==> src/rtl/regfile_dump.sv <==
// Read-side scanner for the register bank: walks an address range on the asynchronous read port
// and streams every register out over valid/ready. Define REGFILE_DUMP_CHECKSUM_EN for a trailing XOR beat.
module regfile_dump #(
    parameter int ADDR_W = 5,
    parameter int DATA_W = 32
) (
    input  logic              clock,
    input  logic              reset_n,
    input  logic              start,
    input  logic [ADDR_W-1:0] first_addr,
    input  logic [ADDR_W-1:0] last_addr,
    output logic [ADDR_W-1:0] rd_addr,
    input  logic [DATA_W-1:0] rd_data,
    output logic              out_valid,
    input  logic              out_ready,
    output logic [DATA_W-1:0] out_data,
    output logic [ADDR_W-1:0] out_addr,
    output logic              out_last,
    output logic              busy,
    output logic              done
);

`ifdef REGFILE_DUMP_CHECKSUM_EN
    typedef enum logic [2:0] {IDLE, LOAD, SEND, CSUM, FIN} state_t;
    logic [DATA_W-1:0] xorAcc;
`else
    typedef enum logic [1:0] {IDLE, LOAD, SEND, FIN} state_t;
`endif

    state_t            state;
    logic [ADDR_W-1:0] curAddr;
    logic [ADDR_W-1:0] lastAddr;
    logic              isLast;

    assign isLast = (curAddr == lastAddr);

    // Single sequential FSM; every output is a register. rd_addr points at curAddr only
    // during LOAD, which is the cycle the bank word is captured into the beat.
    always_ff @(posedge clock or negedge reset_n) begin
        if (!reset_n) begin
            state     <= IDLE;
            curAddr   <= '0;
            lastAddr  <= '0;
            rd_addr   <= '0;
            out_valid <= 1'b0;
            out_data  <= '0;
            out_addr  <= '0;
            out_last  <= 1'b0;
            busy      <= 1'b0;
            done      <= 1'b0;
`ifdef REGFILE_DUMP_CHECKSUM_EN
            xorAcc    <= '0;
`endif
        end else begin
            done <= 1'b0;
            case (state)
                IDLE: begin
                    busy    <= 1'b0;
                    rd_addr <= '0;
                    if (start) begin
                        curAddr  <= first_addr;
                        lastAddr <= last_addr;
                        busy     <= 1'b1;
`ifdef REGFILE_DUMP_CHECKSUM_EN
                        xorAcc   <= '0;
`endif
                        if (first_addr > last_addr) begin
`ifdef REGFILE_DUMP_CHECKSUM_EN
                            state <= CSUM;
`else
                            state <= FIN;
                            done  <= 1'b1;
`endif
                        end else begin
                            state   <= LOAD;
                            rd_addr <= first_addr;
                        end
                    end
                end
                LOAD: begin
                    out_data  <= rd_data;
                    out_addr  <= curAddr;
`ifdef REGFILE_DUMP_CHECKSUM_EN
                    out_last  <= 1'b0;
`else
                    out_last  <= isLast;
`endif
                    out_valid <= 1'b1;
                    rd_addr   <= '0;
                    state     <= SEND;
                end
                SEND: begin
                    if (out_ready) begin
                        out_valid <= 1'b0;
`ifdef REGFILE_DUMP_CHECKSUM_EN
                        xorAcc    <= xorAcc ^ out_data;
`endif
                        if (isLast) begin
`ifdef REGFILE_DUMP_CHECKSUM_EN
                            state <= CSUM;
`else
                            state <= FIN;
                            done  <= 1'b1;
`endif
                        end else begin
                            curAddr <= curAddr + 1'b1;
                            rd_addr <= curAddr + 1'b1;
                            state   <= LOAD;
                        end
                    end
                end
`ifdef REGFILE_DUMP_CHECKSUM_EN
                // First CSUM cycle presents the accumulator; the beat is then held until accepted.
                CSUM: begin
                    if (!out_valid) begin
                        out_valid <= 1'b1;
                        out_data  <= xorAcc;
                        out_addr  <= '0;
                        out_last  <= 1'b1;
                    end else if (out_ready) begin
                        out_valid <= 1'b0;
                        state     <= FIN;
                        done      <= 1'b1;
                    end
                end
`endif
                FIN: begin
                    busy  <= 1'b0;
                    state <= IDLE;
                end
                default: begin
                    busy      <= 1'b0;
                    out_valid <= 1'b0;
                    state     <= IDLE;
                end
            endcase
        end
    end

endmodule

==> config.mk <==
export PLATFORM = sky130hd
export DESIGN_NAME = regfile_dump
export DESIGN_NICKNAME = d
export VERILOG_FILES = /design/src/rtl/regfile_dump.sv
export SDC_FILE = /design/constraint.sdc
export NUM_CORES = 1
export LEC_CHECK = 0
export BUFFER_PORTS_ARGS = -buffer_cell sky130_fd_sc_hd__buf_2
export CORE_ASPECT_RATIO = 1.2
export CORE_MARGIN = 2
export CORE_UTILIZATION = 53
export DETAILED_ROUTE_END_ITERATION = 7
export HOLD_SLACK_MARGIN = 0.08
export PLACE_DENSITY = 0.85
export REMOVE_ABC_BUFFERS = 1
export SYNTH_ARGS = -nofsm -noshare
export SYNTH_HDL_FRONTEND = slang
export SYNTH_SLANG_ARGS = --single-unit
==> constraint.sdc <==
create_clock -name clock -period 4.1 [get_ports clock]
set_input_delay 1.025 -clock clock [delete_from_list [all_inputs] [get_ports clock]]
set_output_delay 1.025 -clock clock [all_outputs]
set_load 0.03 [all_outputs]
==> flow_metrics.env <==
export IMPL_portBuffers=91
export IMPL_nets=371
export IMPL_avgViaCountPerCell=5.41
export IMPL_min_period_ns=2.26
export IMPL_ys_warn_count=0
export IMPL_crit_cells=7
export IMPL_grt_start_max_net_pins=54
export IMPL_clk_pin_slew_worst_paths_ns=0.06
export IMPL_stdcell_area_um2=3410
export IMPL_routabilityCongestion=0.888
export IMPL_dp_cells=364
export IMPL_grt_use_total_pct=21.5
export IMPL_p_switching_mw=1.40
export IMPL_p_leak_nw=1.67
export IMPL_die_x_um=69.1
export IMPL_seq_area_frac_synth_pct=53.8
export IMPL_first_global_vias=1963
export IMPL_synth_seq_cells=58
export IMPL_slowest_stage="ha_1"
export IMPL_yosysTopAreaCell="dfrtp_1"
export IMPL_hold_buffers=0
export IMPL_synth_async_reset_ratio_pct=100
export IMPL_cts_buffer_depth=2
export IMPL_start_util_pct=55.0
export IMPL_ys_top_cells_by_area="dfrtp_1 54%, mux2_2 16%, ha_1 4.6%"
export IMPL_antenna_found_initial=0
export IMPL_tightestPinTransition_ns=1.12
export IMPL_rsz0062_at_grt="no"
export IMPL_hold_depth=2
export IMPL_synth_ff_type="dfrtp_1"
export IMPL_place_area_um2=3200
export IMPL_ff2ff_path_depth=7
export IMPL_hpwl_um=4170
export IMPL_postCtsSetupBuffers=0
export IMPL_vias=2050
export IMPL_status="completed"
export IMPL_hold_start="busy"
export IMPL_ant_nets=0
export IMPL_slew_limit_headroom_pct=25.6
export IMPL_drive_gt1_share_pct=48.3
export IMPL_critPathKind="input port to register"
export IMPL_fin_worst_skew_ns=0.00427
export IMPL_drc=0
export IMPL_max_stage_delay_ns=0.32
export IMPL_grt_pass1_wl_um=9430
export IMPL_syn_area_per_cell_um2=12.3
export IMPL_gr_total_overflow=0
export IMPL_worstHoldEndpoint="busy"
export IMPL_synth_edff_count=0
export IMPL_slew_violations=0
export IMPL_hp_class="register to register"
export IMPL_setup_viol=0
export IMPL_crit_arrival_ns=2.45
export IMPL_fmax_mhz=443
export IMPL_cts_buffers=9
export IMPL_seq_power_share_pct=32.2
export IMPL_tns_ns=0
export IMPL_clock_sinks=58
export IMPL_swShare_pct=43.5
export IMPL_combPwrFrac_pct=51.3
export IMPL_crit_chain="buf_2, ha_1, nand4_1, o221ai_1, o21ai_1, a31oi_1, mux2i_1"
export IMPL_synth_commonest_cells="58 x dfrtp_1, 39 x mux2_2, 17 x inv_1, 11 x nor2_1, 11 x o21ai_0"
export IMPL_finalHoldViolations=0
export IMPL_drt_initial_drc_count=162
export IMPL_irDropWorstVdd_uv=491
export IMPL_yosysMostFrequentCell="dfrtp_1"
export IMPL_rows=28
export IMPL_die_h_um=82.2
export IMPL_fin_total_pwr_mw=3.23
export IMPL_regToRegSetupSlack_ns=1.92
export IMPL_syn_inst=219
export IMPL_fin_crit_sh_pct=55.1
export IMPL_io_pins=92
export IMPL_coreArea_um2=4900
export IMPL_cp_num_buf_inv=1
export IMPL_r2r_start="state[0]"
export IMPL_worstPathMaxFanout=7
export IMPL_syn_to_final_growth_pct=26.3
export IMPL_wirelength_um=5760
export IMPL_first_pass_iters=4
export IMPL_cts_resized=0
export IMPL_dieArea_um2=5680
export IMPL_cts_tree="yes"
export IMPL_n_fill_cell=393
export IMPL_cp_end_kind="register"
export IMPL_clkPwrFrac_pct=16.5
export IMPL_r2r_end="curAddr[2]"
export IMPL_cp_required_ns=4.29
export IMPL_diodes=0
export IMPL_p_int_mw=1.82
export IMPL_critPathLaunchType="input port"
export IMPL_ys_types=43
export IMPL_power_density_nw_per_um2=947
export IMPL_post_synth_top_area_fraction_pct=53.8
export IMPL_worstSkewPairLatency_ns=0.32
export IMPL_max_cap_viol_count=0
export IMPL_htreeDepth=3
export IMPL_cp_top_family="compound AO/OA/AOI/OAI gates"
export IMPL_cts_root_buf="clkbuf_8"
export IMPL_synth_area_um2=2700
export IMPL_fin_cells=379
export IMPL_wl_per_cell_um=15.2
==> power groups by stage <==
stage / Clock (mW) / Combinational (mW) / Sequential [mW]
floorplan: 0 / 0.799 / 1.45
global placement: 0 / 1.61 / 1.03
detailed placement: 0 / 1.66 / 1.04
CTS: 0.544 / 1.67 / 1.04
global route: 0.572 / 1.78 / 1.08
finish: 0.532 / 1.65 / 1.04
==> flip-flops by register name, indices dropped and copies added, names as in the netlist <==
name,flops
busy,1
out_valid,1
lastAddr,5
out_addr,5
state,2
out_data,32
done,1
rd_addr,5
curAddr,5
out_last,1
==> layout make-up <==
| cell class | instances | area, um2 | area share, % |
|---|---|---|---|
| timing repair buffer | 92 | 463 | 13.6 |
| multi-input combinational | 137 | 1150 | 33.7 |
| inverter | 17 | 63.8 | 1.87 |
| tap | 60 | 75.1 | 2.20 |
| sequential | 58 | 1450 | 42.6 |
| clock inverter | 2 | 35.0 | 1.03 |
| clock buffer | 13 | 169 | 4.96 |
==> worst reg2reg max path, cell delays in order (launching register included) <==
cell and delay (ns):
dfrtp_1 0.40, inv_1 0.09, ha_1 0.40, or2_2 0.41, nand3_1 0.21, nor2_1 0.11
a311oi_1 0.33, a21oi_1 0.09
==> worst max-delay path by stage <==
stage | startpoint | endpoint | slack (ns)
4_1_cts | first_addr[4] | state[1] | 1.92
2_1_floorplan | last_addr[4] | state[1] | 1.93
6_report | first_addr[4] | rd_addr[0] | 1.84
3_3_place_gp | first_addr[4] | state[1] | 1.71
5_1_grt | state[0] | curAddr[4] | 1.68
3_5_place_dp | first_addr[4] | state[1] | 1.62
==> layout by cell type (no fill, tap or decap), types with 2 or more instances in the layout <==
cell type	n
mux2i_1	6
nand2b_1	2
a31oi_1	5
ha_1	9
a21oi_1	5
o21ai_0	11
dfrtp_1	58
buf_2	91
and3_1	2
inv_1	17
mux2_2	39
o22ai_1	2
nor2_1	11
nand3_1	4
nand2_1	9
clkbuf_8	12
a22oi_1	2
xnor2_1	6
==> stage by stage <==
| step | setup slack, ns | util [%] | hold WS (ns) |
|---|---|---|---|
| 2_1_floorplan | 1.93 | - | 0.470 |
| 3_3_place_gp | 1.71 | 65.3 | 0.470 |
| 3_5_place_dp | 1.62 | 65.3 | 0.473 |
| 4_1_cts | 1.92 | 69.5 | 0.488 |
| 5_1_grt | 1.68 | 69.5 | 0.517 |
| 6_report | 1.84 | 69.5 | 0.488 |
==> per-layer routing <==
| layer | GRT usage, % | share of wire (%) | up-vias |
|---|---|---|---|
| li1 | - | - | 962 |
| met2 | 36.9 | 53 | 89 |
| met5 | 0 | 0 | - |
| met1 | 25.8 | 39 | 991 |
| met3 | 4.61 | 6.1 | 8 |
| met4 | 11.0 | 1.4 | 0 |
==> cells by family after synthesis <==
family                   after synthesis  share of synthesized area, %
flip-flops                            58                          53.8
XOR/XNOR                               8                          2.88
AO/OA/AOI/OAI                         36                          9.23
adder cells (fa/ha/maj)               10                          4.64
multiplexers                          45                          18.5
buffers and inverters                 24                          3.66
AND/OR/NAND/NOR                       38                          7.28
(Power assumes the default switching activity.)
